`config.mk`:
```
export PLATFORM = sky130hd
export DESIGN_NAME = light_phase_timer_flat
export DESIGN_NICKNAME = d
export VERILOG_FILES = /design/src/rtl/light_phase_timer_if.sv /design/src/rtl/light_phase_timer.sv /design/src/flat_wrapper.sv
export SDC_FILE = /design/constraint.sdc
export NUM_CORES = 1
export LEC_CHECK = 0
export CORE_UTILIZATION = 49
export DETAILED_ROUTE_END_ITERATION = 10
export DONT_BUFFER_PORTS = 1
export GPL_ROUTABILITY_DRIVEN = 0
export PLACE_DENSITY = 0.66
export SYNTH_ARGS = -nofsm -noshare
export SYNTH_HDL_FRONTEND = slang
export SYNTH_SLANG_ARGS = --single-unit
```
`constraint.sdc`:
```
create_clock -name clk -period 4.2 [get_ports clk]
set_input_delay 0.84 -clock clk [delete_from_list [all_inputs] [get_ports clk]]
set_output_delay 0.84 -clock clk [all_outputs]
set_load 0.01 [all_outputs]
```
`src/rtl/light_phase_timer_if.sv`:
```
// Signal bundle between a traffic-light controller and the phase timer.
// The controller (master) drives enable and the raw button; the timer (slave)
// returns the expiry pulses, the accepted-press pulse and the phase flag.
interface light_phase_timer_if;
    logic enable;
    logic button_raw;
    logic timer_30s;
    logic timer_3s;
    logic button;
    logic phase_short;

    modport master (
        output enable,
        output button_raw,
        input  timer_30s,
        input  timer_3s,
        input  button,
        input  phase_short
    );

    modport slave (
        input  enable,
        input  button_raw,
        output timer_30s,
        output timer_3s,
        output button,
        output phase_short
    );
endinterface

```
`src/rtl/light_phase_timer.sv`:
```
// Long/short phase timer for a pedestrian crossing.
// A prescaler turns CLK_HZ enabled clocks into a one-second tick; a second
// counter times the current phase. An accepted pedestrian press forces the
// short phase from a clean start and overrides any simultaneous expiry.
module light_phase_timer #(
    parameter int CLK_HZ     = 1000,
    parameter int LONG_SEC   = 30,
    parameter int SHORT_SEC  = 3,
    parameter int DEB_CYCLES = 16
) (
    input  logic             clk,
    input  logic             reset_n,
    light_phase_timer_if.slave bus
);

    localparam int SEC_MAX = (LONG_SEC > SHORT_SEC) ? LONG_SEC : SHORT_SEC;
    localparam int PRESC_W = (CLK_HZ > 1) ? $clog2(CLK_HZ) : 1;
    localparam int SEC_W   = (SEC_MAX > 1) ? $clog2(SEC_MAX) : 1;
    localparam int DEB_W   = $clog2(DEB_CYCLES + 1);

    localparam logic [PRESC_W-1:0] PRESC_LAST = PRESC_W'(CLK_HZ - 1);
    localparam logic [SEC_W-1:0]   LONG_LAST  = SEC_W'(LONG_SEC - 1);
    localparam logic [SEC_W-1:0]   SHORT_LAST = SEC_W'(SHORT_SEC - 1);
    localparam logic [DEB_W-1:0]   DEB_LAST   = DEB_W'(DEB_CYCLES);

    typedef enum logic {
        PH_LONG  = 1'b0,
        PH_SHORT = 1'b1
    } phase_t;

    phase_t             phase_reg;
    phase_t             phase_next;
    logic [PRESC_W-1:0] presc_reg;
    logic [SEC_W-1:0]   sec_reg;

    logic               sync1_reg;
    logic               sync2_reg;
    logic               deb_reg;
    logic               deb_prev_reg;
    logic [DEB_W-1:0]   mis_cnt_reg;

    logic               tick;
    logic               long_exp;
    logic               short_exp;
    logic               press;

    logic               timer_30s_next;
    logic               timer_3s_next;
    logic               button_next;
    logic               phase_short_next;
    logic               timer_30s_reg;
    logic               timer_3s_reg;
    logic               button_reg;
    logic               phase_short_reg;

    // Two-flop synchronizer for the asynchronous button input.
    always_ff @(posedge clk or negedge reset_n) begin
        if (!reset_n) begin
            sync1_reg <= 1'b0;
            sync2_reg <= 1'b0;
        end else begin
            sync1_reg <= bus.button_raw;
            sync2_reg <= sync1_reg;
        end
    end

    // Debounce: the level flips once DEB_CYCLES disagreeing samples have been
    // recorded and the input still disagrees; any agreeing sample restarts the count.
    always_ff @(posedge clk or negedge reset_n) begin
        if (!reset_n) begin
            deb_reg     <= 1'b0;
            mis_cnt_reg <= '0;
        end else if (sync2_reg == deb_reg) begin
            mis_cnt_reg <= '0;
        end else if (mis_cnt_reg == DEB_LAST) begin
            deb_reg     <= ~deb_reg;
            mis_cnt_reg <= '0;
        end else begin
            mis_cnt_reg <= mis_cnt_reg + DEB_W'(1);
        end
    end

    // Previous debounced level, used to find the single rising edge of a press.
    always_ff @(posedge clk or negedge reset_n) begin
        if (!reset_n) begin
            deb_prev_reg <= 1'b0;
        end else begin
            deb_prev_reg <= deb_reg;
        end
    end

    assign press     = deb_reg & ~deb_prev_reg;
    assign tick      = bus.enable && (presc_reg == PRESC_LAST);
    assign long_exp  = tick && (phase_reg == PH_LONG)  && (sec_reg == LONG_LAST);
    assign short_exp = tick && (phase_reg == PH_SHORT) && (sec_reg == SHORT_LAST);

    // Prescaler: counts enabled clocks within one second; a press restarts it.
    always_ff @(posedge clk or negedge reset_n) begin
        if (!reset_n) begin
            presc_reg <= '0;
        end else if (press) begin
            presc_reg <= '0;
        end else if (bus.enable) begin
            if (presc_reg == PRESC_LAST) begin
                presc_reg <= '0;
            end else begin
                presc_reg <= presc_reg + PRESC_W'(1);
            end
        end
    end

    // Second counter: counts ticks within the phase, cleared on expiry or press.
    always_ff @(posedge clk or negedge reset_n) begin
        if (!reset_n) begin
            sec_reg <= '0;
        end else if (press || long_exp || short_exp) begin
            sec_reg <= '0;
        end else if (tick) begin
            sec_reg <= sec_reg + SEC_W'(1);
        end
    end

    // Phase state register.
    always_ff @(posedge clk or negedge reset_n) begin
        if (!reset_n) begin
            phase_reg <= PH_LONG;
        end else begin
            phase_reg <= phase_next;
        end
    end

    // Next phase: a press always lands in SHORT, otherwise expiry swaps phases.
    always_comb begin
        phase_next = phase_reg;
        if (press) begin
            phase_next = PH_SHORT;
        end else if (long_exp) begin
            phase_next = PH_SHORT;
        end else if (short_exp) begin
            phase_next = PH_LONG;
        end
    end

    // Output decode: a press masks any expiry pulse on the same edge.
    always_comb begin
        timer_30s_next   = long_exp & ~press;
        timer_3s_next    = short_exp & ~press;
        button_next      = press;
        phase_short_next = (phase_next == PH_SHORT);
    end

    // Output registers.
    always_ff @(posedge clk or negedge reset_n) begin
        if (!reset_n) begin
            timer_30s_reg   <= 1'b0;
            timer_3s_reg    <= 1'b0;
            button_reg      <= 1'b0;
            phase_short_reg <= 1'b0;
        end else begin
            timer_30s_reg   <= timer_30s_next;
            timer_3s_reg    <= timer_3s_next;
            button_reg      <= button_next;
            phase_short_reg <= phase_short_next;
        end
    end

    assign bus.timer_30s   = timer_30s_reg;
    assign bus.timer_3s    = timer_3s_reg;
    assign bus.button      = button_reg;
    assign bus.phase_short = phase_short_reg;

endmodule

```
`src/flat_wrapper.sv`:
```
// flat-port wrapper written by rule: the top's interface ports become plain ports
module light_phase_timer_flat 
#(
    parameter int CLK_HZ     = 1000,
    parameter int LONG_SEC   = 30,
    parameter int SHORT_SEC  = 3,
    parameter int DEB_CYCLES = 16
)
  (clk, reset_n, bus_enable, bus_button_raw, bus_timer_30s, bus_timer_3s, bus_button, bus_phase_short);
  light_phase_timer_if bus_i ();
  input  logic clk;
  input  logic reset_n;
  input wire logic [$bits(bus_i.enable)-1:0] bus_enable;
  input wire logic [$bits(bus_i.button_raw)-1:0] bus_button_raw;
  output wire logic [$bits(bus_i.timer_30s)-1:0] bus_timer_30s;
  output wire logic [$bits(bus_i.timer_3s)-1:0] bus_timer_3s;
  output wire logic [$bits(bus_i.button)-1:0] bus_button;
  output wire logic [$bits(bus_i.phase_short)-1:0] bus_phase_short;
  assign bus_i.enable = bus_enable;
  assign bus_i.button_raw = bus_button_raw;
  assign bus_timer_30s = bus_i.timer_30s;
  assign bus_timer_3s = bus_i.timer_3s;
  assign bus_button = bus_i.button;
  assign bus_phase_short = bus_i.phase_short;
  light_phase_timer #(.CLK_HZ(CLK_HZ), .LONG_SEC(LONG_SEC), .SHORT_SEC(SHORT_SEC), .DEB_CYCLES(DEB_CYCLES)) u_core (.clk(clk), .reset_n(reset_n), .bus(bus_i));
endmodule
```
==> results <==
- The flow ran to the end, and the final reports show no timing, DRC or antenna violations.
- The number of antenna violations at the first check in global routing came to 0.
- The number of failing hold endpoints at the final stage is 0.
- The count of input and output buffers is 0.
- The sum of internal, switching and leakage power is 0.5049 mW.
- The clock network latency to the later pin of the worst-skew pair is roughly 310 ps.
- The flip-flop count of the largest register, all copies and words added is 10.
- The initial core utilization is 0.5365.
- The top achievable clock speed is 488.3 MHz.
- The sort of element at the end of the critical path is a register.
- When the netlist entered floorplanning its net count stood at 140.
- The number of pins with negative max-slew slack in the final report is 0.
- The CTS root buffer is sky130_fd_sc_hd__clkbuf_4.
- The die area is 3027 um^2.
- The highest fanout seen on the critical path is 23.
- The leftover overflow at the end of global routing is 0.
- The slew at the pin closest to its max-slew limit is 706.0 ps.
- After synthesis, the share of cell area in mux cells is 0.008174.
- The post-synthesis xor/xnor area fraction is 0.05722.
- The half-perimeter wire length after detailed placement is ~1.7 mm.
- Across the run, the number of max-cap violations was 0.
- The height of the die is between 50 and 60 um.
- The number of clock sinks is 28.
- The net count of the finished layout is 138.
- The endpoint required time on the critical path is between 4000 and 5000 ps.
- Setup total negative slack on the finished layout was measured at 0 ps.
- After synthesis the netlist holds a flip-flop and latch count of 28.
- The global-route wire length before repair is 4.008 mm.
- The class of the worst hold path is in -> async.
- The total length of routed wires is 2.423 mm.
- STA puts the critical path data arrival time at 2290 ps.
- The part of the cycle the worst path needs is 0.4876.
- TritonCTS built the clock tree.
- The worst slew margin relative to its limit is 0.5288.
- The post-detailed-route via-to-cell ratio is 6.229.
- For this design the top-level I/O count stands at 8.
- The compound-cell area share of the yosys netlist is 0.1099.
- The library cell used most frequently in the layout, excluding fill and tap cells, is sky130_fd_sc_hd__dfrtp_1.
- The share of layout cells above drive strength 1 is 0.05512.
- Yosys printed 0 warnings.
- CTS built an H-tree with a depth of 1.
- The number of global-route vias before repair is 894.
- In this run the power density over the cells is between 300 and 400 nW/um^2.
- The post-route DRC violation count is 0.
- The first routing iteration left 28 violations.
- The classification of the worst setup path is reg -> reg.
- The final count of negative-setup-slack endpoints is 0.
- The largest buffer count on any clock path is 2.
- The mean instance size in the synthesized netlist is 10.60 um^2.
- The largest net degree at the start of global routing is 29.
- The number of diodes added for antenna fixing is 0.
- The post-synthesis instance area is 1378 um^2.
- After floorplanning, the core was sized to cover 2567 um^2.
- The global-route total usage across every layer is 0.1887.
- The share of the core filled with cells is 0.5487.
- The setup fix buffers added after clock tree synthesis is 0.
- The library cells used most frequently in the layout, excluding fill and tap cells, are sky130_fd_sc_hd__dfrtp_1 (28), sky130_fd_sc_hd__nand3_1 (9), sky130_fd_sc_hd__nor2_1 (8).
- Of the total synthesized cell area, the portion taken by full adders, half adders and majority gates is 0.05450.
- The launching element type of the critical path is a register.
- Setup repair after global routing left no endpoint under its margin.
- The largest family of logic cells by synthesized area is simple AND/OR/NAND/NOR gates.
- The first detailed-routing pass ran for 4 iterations.
- The clock-pin transition on the worst setup and hold timing paths is around 150 ps.
- Dividing the detail-routed wire length by the instance count gives 15.43 um.
- In this run the horizontal extent of the chip is 55.02 um.
- The count of instances resized after the clock tree is built is 0.
- After floorplanning, the core was divided into 18 placement rows.
- The detail route stage leaves a number of antenna-violating nets equal to 0.
- The number of instances in the synthesized netlist is 130.
- The number of distinct library cell variants in the gate-level netlist after synthesis is 38.
- The maximum clock skew at final layout is 9.109 ps.
- For this design, the CTS-stage hold fixing added 0 buffers.
- The leakage dissipation is 0.6202 nW.
- Across the VDD grid, the largest voltage drop is 0.0002913 V.
- The number of buffers inserted during clock tree synthesis is 3.
- The final route contains about 980 vias.
- The share of the Yosys chip area taken by registers is 0.5086.
- The synthesized-area fraction occupied by and/or/nand/nor cells is 0.2144.
- Relative to the synthesized area, the layout overhead comes to 2.271%.
- The minimum clock period is 2048 ps.
- The worst hold-check slack is between 150 and 200 ps.
final cells by class:
type | count | area (um^2)
Clock buffer | 4 | 36.28
Fill cell | 241 | 1159
Inverter | 6 | 22.52
Multi-Input combinational cell | 89 | 611.8
Sequential cell | 28 | 700.7
Tap cell | 30 | 37.54
metal layers:
metal / track usage / vias up / share of wire
met4: 0.05000 / 0 / 0.0062
met3: 0.03279 / 2 / 0.021
met2: 0.3193 / 12 / 0.49
met5: 0 / - / 0
met1: 0.2478 / 498 / 0.48
li1: - / 466 / -
where the power goes:
part	switching [mW]	leakage, nW	internal, mW
Combinational	0.0266	0.241	0.0293
Sequential	0.0266	0.359	0.296
Clock	0.0735	0.0210	0.0529
synth_stat cells:
| cell | count | area [um^2] |
|---|---|---|
| sky130_fd_sc_hd__xor2_1 | 7 | 61.31 |
| sky130_fd_sc_hd__dfrtp_1 | 28 | 700.7 |
| sky130_fd_sc_hd__buf_2 | 1 | 5.000 |
| sky130_fd_sc_hd__nand2b_1 | 4 | 25.02 |
| sky130_fd_sc_hd__a311oi_1 | 2 | 17.52 |
| sky130_fd_sc_hd__o211ai_1 | 2 | 15.01 |
| sky130_fd_sc_hd__nand3b_1 | 2 | 15.01 |
| sky130_fd_sc_hd__or3_1 | 1 | 6.260 |
| sky130_fd_sc_hd__or2_1 | 1 | 6.260 |
| sky130_fd_sc_hd__a21oi_1 | 4 | 20.02 |
| sky130_fd_sc_hd__nor2_1 | 8 | 30.03 |
| sky130_fd_sc_hd__nand4_1 | 4 | 25.02 |
| sky130_fd_sc_hd__nor3_1 | 5 | 25.02 |
| sky130_fd_sc_hd__o2111ai_1 | 2 | 17.52 |
| sky130_fd_sc_hd__nand2_1 | 4 | 15.01 |
| sky130_fd_sc_hd__buf_6 | 2 | 22.52 |
| sky130_fd_sc_hd__clkbuf_1 | 3 | 11.26 |
| sky130_fd_sc_hd__inv_1 | 6 | 22.52 |
| sky130_fd_sc_hd__nor2b_1 | 1 | 6.260 |
| sky130_fd_sc_hd__and3_1 | 4 | 25.02 |
| sky130_fd_sc_hd__xnor2_1 | 2 | 17.52 |
| sky130_fd_sc_hd__nand3_1 | 9 | 45.04 |
| sky130_fd_sc_hd__and2_1 | 1 | 6.260 |
| sky130_fd_sc_hd__o21ai_0 | 1 | 5.000 |
| sky130_fd_sc_hd__o21a_1 | 1 | 7.510 |
| sky130_fd_sc_hd__a31oi_1 | 6 | 37.54 |
| sky130_fd_sc_hd__and4_4 | 1 | 11.26 |
| sky130_fd_sc_hd__nor4b_1 | 1 | 8.760 |
| sky130_fd_sc_hd__o22ai_1 | 1 | 6.260 |
| sky130_fd_sc_hd__buf_1 | 1 | 3.750 |
| sky130_fd_sc_hd__o211a_1 | 1 | 10.01 |
| sky130_fd_sc_hd__ha_1 | 6 | 75.07 |
| sky130_fd_sc_hd__nand4bb_1 | 1 | 11.26 |
| sky130_fd_sc_hd__or3b_2 | 1 | 8.760 |
| sky130_fd_sc_hd__and4bb_1 | 1 | 12.51 |
| sky130_fd_sc_hd__nor4_1 | 2 | 12.51 |
| sky130_fd_sc_hd__mux2_2 | 1 | 11.26 |
| sky130_fd_sc_hd__o31ai_1 | 2 | 15.01 |
path summary, 6_finish.rpt:
| check | startpoint | to | slack, ps | cells after the start |
|---|---|---|---|---|
| worst min-delay path | reset_n | u_core.sec_reg[3] | 190 | 0 |
| worst min register to register | u_core.sync1_reg | u_core.sync2_reg | 370 | 0 |
| max in group asynchronous | reset_n | u_core.presc_reg[3] | 3920 | 0 |
| min in group clk | u_core.sync1_reg | u_core.sync2_reg | 370 | 0 |
| worst max register to register | u_core.deb_prev_reg | u_core.presc_reg[8] | 2150 | 5 |
| worst max-delay path | u_core.deb_prev_reg | u_core.presc_reg[8] | 2150 | 5 |
worst max-delay path, cell delays in order, from the launching register on:
cell                        delay (ps)
sky130_fd_sc_hd__dfrtp_1           380
sky130_fd_sc_hd__nand2b_1          200
sky130_fd_sc_hd__inv_1             550
sky130_fd_sc_hd__o2111ai_1         200
sky130_fd_sc_hd__or3b_2            470
sky130_fd_sc_hd__a31oi_1           170
metrics by stage:
stage          cell area [um^2]  setup slack, ps  cells
3_5_place_dp               1373             2186    153
5_1_grt                    1409             1987    157
2_1_floorplan              1378             2377    130
6_report                   1409             2152    157
4_1_cts                    1409             2156    157
3_3_place_gp               1373             2306    153
cell families after synthesis:
group | count (synthesis)
fa+ha+maj | 6
flops | 28
mux | 1
xor+xnor | 9
compound gates | 22
simple gates | 51
buf+inv | 13
Note: power is estimated with default switching activity, not from simulation.
